`config.mk`:
```
export PLATFORM = sky130hd
export DESIGN_NAME = katadc_phase_cal
export DESIGN_NICKNAME = d
export VERILOG_FILES = /design/src/rtl/katadc_cal_pkg.sv /design/src/rtl/katadc_pattern_check.sv /design/src/rtl/katadc_phase_cal.sv
export SDC_FILE = /design/constraint.sdc
export NUM_CORES = 1
export LEC_CHECK = 0
export BUFFER_PORTS_ARGS = -buffer_cell sky130_fd_sc_hd__buf_2
export CAP_MARGIN = 40
export CORE_MARGIN = 10
export CORE_UTILIZATION = 59
export CTS_CLUSTER_SIZE = 10
export DETAILED_ROUTE_END_ITERATION = 7
export PLACE_DENSITY_LB_ADDON = 0.08
export SLEW_MARGIN = 20
export SYNTH_ARGS = -nofsm -noshare
export SYNTH_HDL_FRONTEND = slang
export SYNTH_HIERARCHICAL = 1
export SYNTH_SLANG_ARGS = --single-unit
```
`constraint.sdc`:
```
create_clock -name ctrl_clk_in -period 17.05 [get_ports ctrl_clk_in]
set_input_delay 0.8525 -clock ctrl_clk_in [delete_from_list [all_inputs] [get_ports ctrl_clk_in]]
set_output_delay 0.8525 -clock ctrl_clk_in [all_outputs]
set_load 0.05 [all_outputs]
```
`src/rtl/katadc_cal_pkg.sv`:
```
// rtl/katadc_cal_pkg.sv - shared types and widths for the KAT ADC phase calibrator
package katadc_cal_pkg;

  localparam int PHASE_W = 16;

  typedef enum logic [3:0] {
    ST_IDLE,
    ST_REWIND,
    ST_SETTLE,
    ST_MEASURE,
    ST_EVAL,
    ST_PS_REQ,
    ST_PS_WAIT,
    ST_RETURN,
    ST_DONE,
    ST_FAIL
  } cal_state_e;

  // Where a completed phase move hands control back to.
  typedef enum logic [1:0] {
    MV_SWEEP,
    MV_REWIND,
    MV_RETURN
  } move_kind_e;

endpackage

```
`src/rtl/katadc_pattern_check.sv`:
```
// rtl/katadc_pattern_check.sv - one DWELL-cycle test-pattern check window per start pulse
module katadc_pattern_check
  import katadc_cal_pkg::*;
#(
  parameter int          DWELL   = 256,
  parameter logic [7:0]  PATTERN = 8'h5A,
  parameter int          CW      = $clog2(DWELL + 1)
) (
  input  logic          i_clk,
  input  logic          i_reset,
  input  logic          i_start,
  input  logic          i_valid,
  input  logic [31:0]   i_datai,
  input  logic [31:0]   i_dataq,
  output logic [CW-1:0] o_valid_cnt,
  output logic          o_err,
  output logic          o_done
);

  localparam logic [CW-1:0] LAST = CW'(DWELL - 1);

  logic          r_active;
  logic [CW-1:0] r_cycle;
  logic [CW-1:0] r_valid_cnt;
  logic          r_err;
  logic          r_done;
  logic          w_mismatch;

  always_comb begin
    w_mismatch = 1'b0;
    for (int k = 0; k < 4; k++) begin
      if ((i_datai[8*k +: 8] != PATTERN) || (i_dataq[8*k +: 8] != PATTERN)) begin
        w_mismatch = 1'b1;
      end
    end
  end

  // Results hold after the window closes until the next start.
  always_ff @(posedge i_clk) begin
    if (i_reset) begin
      r_active    <= 1'b0;
      r_cycle     <= '0;
      r_valid_cnt <= '0;
      r_err       <= 1'b0;
      r_done      <= 1'b0;
    end else begin
      r_done <= 1'b0;
      if (i_start) begin
        r_active    <= 1'b1;
        r_cycle     <= '0;
        r_valid_cnt <= '0;
        r_err       <= 1'b0;
      end else if (r_active) begin
        if (i_valid) begin
          r_valid_cnt <= r_valid_cnt + CW'(1);
          if (w_mismatch) r_err <= 1'b1;
        end
        if (r_cycle == LAST) begin
          r_active <= 1'b0;
          r_done   <= 1'b1;
        end
        r_cycle <= r_cycle + CW'(1);
      end
    end
  end

  assign o_valid_cnt = r_valid_cnt;
  assign o_err       = r_err;
  assign o_done      = r_done;

endmodule

```
`src/rtl/katadc_phase_cal.sv`:
```
// rtl/katadc_phase_cal.sv - sweeps DCM fine phase, finds the widest clean eye, parks at its centre
module katadc_phase_cal
  import katadc_cal_pkg::*;
#(
  parameter int         NUM_STEPS  = 64,
  parameter int         DWELL      = 256,
  parameter int         SETTLE     = 16,
  parameter int         PS_TIMEOUT = 1024,
  parameter logic [7:0] PATTERN    = 8'h5A
) (
  input  logic               ctrl_clk_in,
  input  logic               ctrl_reset,
  input  logic               cal_start,
  input  logic               ctrl_dcm_locked,
  input  logic               user_data_valid,
  input  logic [31:0]        user_datai,
  input  logic [31:0]        user_dataq,
  output logic               dcm_psen,
  output logic               dcm_psincdec,
  input  logic               dcm_psdone,
  output logic               cal_busy,
  output logic               cal_done,
  output logic               cal_fail,
  output logic [PHASE_W-1:0] cal_phase,
  output logic [PHASE_W-1:0] cal_eye_width
);

  localparam int                 CW          = $clog2(DWELL + 1);
  localparam logic [PHASE_W-1:0] ONE         = {{(PHASE_W-1){1'b0}}, 1'b1};
  localparam logic [PHASE_W-1:0] LAST_POS    = PHASE_W'(NUM_STEPS - 1);
  localparam logic [15:0]        SETTLE_LAST = 16'(SETTLE - 1);
  localparam logic [15:0]        PS_LAST     = 16'(PS_TIMEOUT - 1);

  cal_state_e                r_state, w_next;
  move_kind_e                r_kind;
  logic                      r_incdec;
  logic                      r_fail_after;
  logic signed [PHASE_W-1:0] r_phase;
  logic signed [PHASE_W-1:0] r_centre;
  logic [PHASE_W-1:0]        r_run_len, r_run_start, r_best_len, r_best_start, r_eye_width;
  logic [15:0]               r_cnt;

  logic                      w_idle_like, w_busy, w_accept;
  logic                      w_win_start, w_win_done, w_win_err;
  logic [CW-1:0]             w_valid_cnt;
  logic                      w_good, w_last, w_take;
  logic [PHASE_W-1:0]        w_pos, w_run_start_nx, w_close_len, w_best_len_nx, w_best_start_nx;

  assign w_idle_like = (r_state == ST_IDLE) || (r_state == ST_DONE) || (r_state == ST_FAIL);
  assign w_busy      = !w_idle_like;
  assign w_accept    = w_idle_like && cal_start;
  assign w_win_start = (r_state == ST_SETTLE) && (r_cnt == SETTLE_LAST);

  katadc_pattern_check #(
    .DWELL   (DWELL),
    .PATTERN (PATTERN),
    .CW      (CW)
  ) u_check (
    .i_clk       (ctrl_clk_in),
    .i_reset     (ctrl_reset),
    .i_start     (w_win_start),
    .i_valid     (user_data_valid),
    .i_datai     (user_datai),
    .i_dataq     (user_dataq),
    .o_valid_cnt (w_valid_cnt),
    .o_err       (w_win_err),
    .o_done      (w_win_done)
  );

  // Run bookkeeping for the position being evaluated; a run also closes at the last position.
  assign w_pos           = r_phase;
  assign w_good          = (w_valid_cnt != '0) && !w_win_err;
  assign w_last          = (w_pos == LAST_POS);
  assign w_run_start_nx  = (w_good && (r_run_len == '0)) ? w_pos : r_run_start;
  assign w_close_len     = w_good ? (r_run_len + ONE) : r_run_len;
  assign w_take          = (!w_good || w_last) && (w_close_len > r_best_len);
  assign w_best_len_nx   = w_take ? w_close_len : r_best_len;
  assign w_best_start_nx = w_take ? w_run_start_nx : r_best_start;

  always_ff @(posedge ctrl_clk_in) begin
    if (ctrl_reset) r_state <= ST_IDLE;
    else            r_state <= w_next;
  end

  always_comb begin
    w_next = r_state;
    case (r_state)
      ST_IDLE, ST_DONE, ST_FAIL: if (cal_start) w_next = ST_REWIND;
      ST_REWIND: begin
        if (r_phase != '0)     w_next = ST_PS_REQ;
        else if (r_fail_after) w_next = ST_FAIL;
        else                   w_next = ST_SETTLE;
      end
      ST_SETTLE:  if (r_cnt == SETTLE_LAST) w_next = ST_MEASURE;
      ST_MEASURE: if (w_win_done) w_next = ST_EVAL;
      ST_EVAL: begin
        if (!w_last)                   w_next = ST_PS_REQ;
        else if (w_best_len_nx == '0)  w_next = ST_REWIND;
        else                           w_next = ST_RETURN;
      end
      ST_PS_REQ: w_next = ST_PS_WAIT;
      ST_PS_WAIT: begin
        if (dcm_psdone) begin
          case (r_kind)
            MV_SWEEP:  w_next = ST_SETTLE;
            MV_REWIND: w_next = ST_REWIND;
            default:   w_next = ST_RETURN;
          endcase
        end else if (r_cnt >= PS_LAST) begin
          w_next = ST_FAIL;
        end
      end
      ST_RETURN: w_next = (r_phase == r_centre) ? ST_DONE : ST_PS_REQ;
      default:   w_next = ST_IDLE;
    endcase
    // A DCM that loses lock has also lost its phase, so nothing measured so far is usable.
    if (w_busy && !ctrl_dcm_locked) w_next = ST_FAIL;
  end

  always_ff @(posedge ctrl_clk_in) begin
    if (ctrl_reset) begin
      r_kind       <= MV_SWEEP;
      r_incdec     <= 1'b0;
      r_fail_after <= 1'b0;
      r_phase      <= '0;
      r_centre     <= '0;
      r_run_len    <= '0;
      r_run_start  <= '0;
      r_best_len   <= '0;
      r_best_start <= '0;
      r_eye_width  <= '0;
      r_cnt        <= '0;
    end else begin
      r_cnt <= (w_next != r_state) ? 16'd0 : r_cnt + 16'd1;

      if (w_accept) begin
        r_fail_after <= 1'b0;
        r_run_len    <= '0;
        r_run_start  <= '0;
        r_best_len   <= '0;
        r_best_start <= '0;
        r_eye_width  <= '0;
      end

      if (w_next == ST_PS_REQ) begin
        case (r_state)
          ST_EVAL: begin
            r_kind   <= MV_SWEEP;
            r_incdec <= 1'b1;
          end
          ST_REWIND: begin
            r_kind   <= MV_REWIND;
            r_incdec <= 1'b0;
          end
          default: begin
            r_kind   <= MV_RETURN;
            r_incdec <= 1'b0;
          end
        endcase
      end

      if (r_state == ST_EVAL) begin
        r_run_len    <= w_good ? w_close_len : '0;
        r_run_start  <= w_run_start_nx;
        r_best_len   <= w_best_len_nx;
        r_best_start <= w_best_start_nx;
        r_centre     <= $signed(w_best_start_nx + (w_best_len_nx >> 1));
        if (w_last && (w_best_len_nx == '0)) r_fail_after <= 1'b1;
      end

      if ((r_state == ST_RETURN) && (w_next == ST_DONE)) r_eye_width <= r_best_len;

      if (w_busy && !ctrl_dcm_locked) begin
        r_phase <= '0;
      end else if ((r_state == ST_PS_WAIT) && dcm_psdone) begin
        r_phase <= r_incdec ? (r_phase + $signed(ONE)) : (r_phase - $signed(ONE));
      end
    end
  end

  assign dcm_psen      = (r_state == ST_PS_REQ) && ctrl_dcm_locked && !ctrl_reset;
  assign dcm_psincdec  = dcm_psen && r_incdec;
  assign cal_busy      = w_busy;
  assign cal_done      = (r_state == ST_DONE);
  assign cal_fail      = (r_state == ST_FAIL);
  assign cal_phase     = r_phase;
  assign cal_eye_width = r_eye_width;

endmodule

```
# [Yosys cells after proc, flatten, opt, wreduce, memory -nomap -nowiden]
# Index checks and enable logic that the tools add are counted.
[word_totals] latch_bits=0 romBits=0 word_cells=129 out_inout_bits=37 inputBits=70 ff_bits=157 ramBits=0 mem_count=0
[classes] eq_ne=25 n_div=0 n_mux=38 bitwise=1 order_cmp=2 multipliers=0 n_reduce_logical=39 shifts=0 n_addsub=7
[op_table] op="$mux W16" count=12
[op_table] op="$ne A8 B7 Y1 const B" count=8
[op_table] op="$mux W4" count=9
[op_table] op="$add A16 B1 Y16 const B" count=2
[op_table] op="$logic_not A16 Y1" count=2
[op_table] op="$pmux W4 S8" count=1
[op_table] op="$eq A4 B3 Y1 const B" count=5
[op_table] op="$add A9 B1 Y9 const B" count=2
[op_table] op="$add A16 B15 Y16" count=1
[op_table] op="$add A16 B2 Y16 const B" count=1
[op_table] op="$eq A16 B16 Y1" count=1
[op_table] op="$eq A16 B4 Y1 const B" count=1
[op_table] op="$eq A16 B6 Y1 const B" count=1
[op_table] op="$ge A16 B10 Y1 const B" count=1
[op_table] op="$gt A16 B16 Y1" count=1
[op_table] op="$reduce_bool A16 Y1" count=1
[op_table] op="$sub A16 B2 Y16 const B" count=1
[op_table] op="$eq A4 B4 Y1 const B" count=3
[op_table] op="$logic_and A1 B1 Y1" count=12
[op_table] op="$mux W1" count=12
[op_table] op="$eq A9 B8 Y1 const B" count=1
[op_table] op="$reduce_bool A9 Y1" count=1
[op_table] op="$eq A4 B2 Y1 const B" count=2
[op_table] op="$logic_or A1 B1 Y1" count=7
[op_table] op="other kinds (15)" count=24

# [Logic depth before layout (Yosys ltp)]
[depth] depth_word=14 ltp_mapped=26 mapped_depth_nobuf=24

# [Cells and area by module]
# The synthesis kept the hierarchy.
[by_module_without_submodules] module="katadc_phase_cal" area_per_inst_um2=8509.4 n_inst=1 seq_area_each_um2=2722.6 cells_each=1135
[by_module_without_submodules] module="katadc_pattern_check" area_per_inst_um2=1047.3 n_inst=1 seq_area_each_um2=420.4 cells_each=116

# [Worst setup path after synthesis]
# OpenSTA, ideal clock, no wires.
[synth_timing] kind="register -> register" start="register r_run_len[7]" end="register r_centre[15]" period_less_slack_ns=5.576 setup_ns=0.129 setup_slack_ns=11.474 path_buffers=3 arrival_time_ns=5.448 required_ns=16.921 path_stages_with_launch=25 cell_sequence="dfxtp_1 -> buf_2 -> nand4_1 -> nor3_2 -> nor4b_1 -> xor2_1 -> ha_1 -> nand4_1 -> nor4_1 -> a22o_1 -> or2_1 -> clkbuf_1 -> clkbuf_1 -> nor2_1 -> a21oi_1 -> ha_1 -> a211oi_1 -> o21ai_0 -> o2111ai_1 -> nand3_1 -> o41ai_1 -> o21ai_0 -> a31oi_1 -> xor2_1 -> o31ai_1"
[synth_via] elab_chain_len=6 elab_cells_between_ends=10 cone_classes="add/sub: 2; order compare: 1; mux: 4; reduce/logical: 3"
[synth_lines] element="from (decl)" line_no="katadc_phase_cal.sv:40" source="logic [PHASE_W-1:0] r_run_len, r_run_start, r_best_len, r_best_start, r_eye_width;"
[synth_lines] element="from (signal assigned)" line_no="katadc_phase_cal.sv:163" source="r_run_len <= w_good ? w_close_len : '0;"
[synth_lines] element="$add A16 B1 Y16" line_no="katadc_phase_cal.sv:75" source="assign w_close_len = w_good ? (r_run_len + ONE) : r_run_len;"
[synth_lines] element="$mux W16" line_no="katadc_phase_cal.sv:75"
[synth_lines] element="$gt A16 B16 Y1" line_no="katadc_phase_cal.sv:76" source="assign w_take = (!w_good || w_last) && (w_close_len > r_best_len);"
[synth_lines] element="$logic_and A1 B1 Y1" line_no="katadc_phase_cal.sv:76"
[synth_lines] element="$mux W16, on equally long branches" line_no="katadc_phase_cal.sv:78, katadc_phase_cal.sv:77"
[synth_lines] element="$add A16 B15 Y16 *" line_no="katadc_phase_cal.sv:167" source="r_centre <= $signed(w_best_start_nx + (w_best_len_nx >> 1));"
[synth_lines] element="to (signal assigned)" line_no="katadc_phase_cal.sv:167"
[synth_lines] element="to (decl)" line_no="katadc_phase_cal.sv:39" source="logic signed [PHASE_W-1:0] r_centre;"
# Mark *: on every way between the ends. The rest lies on a longest branch, timed or not.
# A chain may end at the register's enable or synchronous reset.

# [Worst setup path in the final report]
[layout_timing] start="register r_run_len[5]" end="register r_centre[15]"
# The elaborated chain is that of the path after synthesis.

==> summary.txt <==
outcome -> finished clean
worst min-delay path class -> flop to flop
Tmin final -> 6650 ps
fmax -> 150 MHz
IR drop worst, VDD -> 0.0000756 V
Clock Sinks -> 157
most frequent cells in the layout -> 169 x nand2_1, 157 x dfxtp_1, 145 x a21oi_1, 142 x nor2_1, 105 x buf_2
Static Leak -> 0.00445 uW
Async SR Flop Fraction -> 0%
CTS tree -> done
WHS -> 461 ps
final setup TNS -> 0 ps
register clock-pin slew on the reported worst setup and hold paths -> 60 ps
Post-synth EDFFs -> 0
final wirelength -> 26000 um
Hold Buf Count CTS -> 0
Post-route DRC -> 0
Die Y -> 147 um
I/O pin total -> 107
final hold violation count -> 0
crit path max fanout -> 60
vias -> 9209
synth warn -> 6
Post-Syn Area -> 9560 um^2
post-CTS setup-driven buffer insertion count -> 0
post-DP HPWL -> 18900 um
Initial Util -> 60.2%
vias per cell -> 5.93
Setup crit end kind -> flop
unrepaired setup endpoints after global routing -> no
GRT Total Usage -> 23.5%
FILL cells -> 1433
first-pass GRT wire length -> 43000 um
max_cap viols -> 0
post-cts sizing count -> 0
CP Class -> flop to flop
Syn Nets -> 1375
Yosys reg bits -> 157
CTS Buf Count -> 17
Rows -> 46
Cells after Synth -> 1251
Slew headroom -> 44.5%
antenna viol nets, final -> 0
vias in the first global route -> 8754
Core Box Area -> 15900 um^2
Netlist cell types -> 77
H-tree lvl count -> 4
CTS Buffer Depth -> 2
Total Nets Final -> 1448
total grt overflow -> 0
most common cell after layout, fill and taps aside -> nand2_1
pwr dens -> 77.9 nW/um^2
CP arrival -> 6940 ps
root buffer cell -> clkbuf_16
largest net degree at the start of global routing -> 79
area occupied by multi-input gates -> 6030 um^2
utilization after layout -> 68.2%
initial antenna violation count -> 1
number of port buffers -> 106
DRT Pass-1 Iters -> 6
Reg area -> 3140 um^2
post-DR wirelength/cell -> 16.7 um
pin slew with the least headroom to its limit -> 825 ps
top_reg_cell synth -> dfxtp_1
CP required -> 17340 ps
DP Area -> 10200 um^2
Avg Inst Size Synth -> 7.64 um^2
Horiz. Die Dim -> 147 um
fin. max-slew vios -> 0
startpoint class of the critical path -> flop
clk_lat worst skew -> 430 ps
Die Area -> 21700 um^2
crit share post-route -> 39.0%
P&R area growth vs syn -> 13.4%
Worst Skew -> 9.83 ps
RePlAce Congestion -> 0.915
DRT iter0 DRCs -> 732
layout cells sized above 1 -> 13.1%
Final Setup Violations -> 0
final instance area -> 10800 um^2
sequential area share after synthesis -> 32.9%
total power draw -> 845 uW
[worst max-delay path, stage by stage (launching register included)]
cell and delay (ps):
dfxtp_1 480, nand4_1 310, nor3_2 400, nor4b_1 550
xor2_1 230, ha_1 380, nand4_1 140, nor4_1 430
a211oi_1 170, or2_2 380, buf_4 320, o21ai_0 450
ha_1 340, a211oi_1 310, o21ai_0 180, o2111ai_1 130
nand3_1 120, o41ai_1 420, o21ai_0 240, a31oi_1 280
xor2_1 170, o31ai_1 70
[flip-flops by register name (all words and copies together) (netlist names)]
| signal | cells |
|---|---|
| r_kind | 2 |
| cal_eye_width | 16 |
| cal_phase | 16 |
| r_best_start | 16 |
| r_fail_after | 1 |
| u_check/o_valid_cnt | 9 |
| r_best_len | 16 |
| r_run_len | 16 |
| r_run_start | 16 |
| u_check/o_err | 1 |
| r_state | 4 |
| u_check/r_active | 1 |
| r_incdec | 1 |
| r_cnt | 16 |
| r_centre | 16 |
| u_check/r_cycle | 9 |
| u_check/o_done | 1 |
[Yosys cell counts, types with 4 or more instances]
| cell type | number | area [um^2] |
|---|---|---|
| nand2_1 | 170 | 638 |
| dfxtp_1 | 157 | 3140 |
| a21oi_1 | 145 | 726 |
| nor2_1 | 143 | 537 |
| nand3_1 | 89 | 445 |
| ha_1 | 52 | 651 |
| clkbuf_1 | 49 | 184 |
| o21ai_0 | 46 | 230 |
| xnor2_1 | 45 | 394 |
| inv_1 | 36 | 135 |
| xor2_1 | 33 | 289 |
| nand4_1 | 31 | 194 |
| nor3_1 | 23 | 115 |
| mux2i_1 | 20 | 200 |
| nor4_1 | 18 | 113 |
| and3_1 | 15 | 93.8 |
| a22oi_1 | 14 | 105 |
| nor4bb_1 | 14 | 140 |
| or3_1 | 14 | 87.6 |
| a21o_1 | 12 | 90.1 |
| a211oi_1 | 11 | 82.6 |
| buf_2 | 11 | 55.1 |
| nand2b_1 | 7 | 43.8 |
| or4_1 | 6 | 45.0 |
| o41ai_1 | 5 | 43.8 |
| or2_2 | 5 | 31.3 |
| and2_1 | 4 | 25.0 |
| o31ai_1 | 4 | 30.0 |
[logic make-up (layout without fill, tap and decap cells)]
family | count (synthesis) | after routing | share of synthesized area, %
other | 0 | 1 | 0
DFF | 157 | 157 | 32.9
xor gates and xnor gates | 79 | 79 | 7.44
and+or+nand+nor | 565 | 565 | 28.6
buffers and inverters | 101 | 186 | 4.27
AOI/OAI and AO/OA | 272 | 272 | 17.1
adders and majority gates | 54 | 54 | 7.23
muxes | 23 | 23 | 2.45
[per-layer routing]
| metal | GRT usage (%) | part of all wire (%) | vias to the layer above |
|---|---|---|---|
| met3 | 6.08 | 6.9 | 42 |
| met5 | 0 | 0 | - |
| met2 | 37.0 | 45 | 330 |
| li1 | - | - | 4604 |
| met1 | 30.6 | 46 | 4233 |
| met4 | 7.73 | 1.9 | 0 |
[path summary, 6_finish.rpt]
path	from	endpoint	slack, ps	depth (start not counted)
worst max register to register	r_run_len[5]	r_centre[15]	10400	21
worst min register to register	cal_eye_width[5]	cal_eye_width[5]	460	2
worst min-delay path	cal_eye_width[5]	cal_eye_width[5]	460	2
worst max-delay path	r_run_len[5]	r_centre[15]	10400	21
[power by group]
part	switching, uW	total (uW)	leakage, uW	internal (uW)
Sequential	4.80	374	0.00126	369
Clock	153	411	0.000295	258
Combinational	40.5	60.2	0.00289	19.7
Total	198	845	0.00445	646
[final cells by class]
| class | count | share of cell area [%] |
|---|---|---|
| Antenna cell | 1 | 0.0231 |
| Inverter | 37 | 1.28 |
| Tap cell | 216 | 2.49 |
| Timing Repair Buffer | 118 | 5.83 |
| Clock buffer | 19 | 3.99 |
| Multi-Input combinational cell | 993 | 55.6 |
| Sequential cell | 157 | 29.0 |
| Clock inverter | 12 | 1.80 |
[through the flow]
step | cells | setup WS [ps]
6_report | 1553 | 10400
5_1_grt | 1553 | 9720
4_1_cts | 1551 | 10390
3_5_place_dp | 1520 | 10460
3_3_place_gp | 1516 | 10630
2_1_floorplan | 1251 | 11470
No activity file was read; power rests on OpenSTA's default activity.
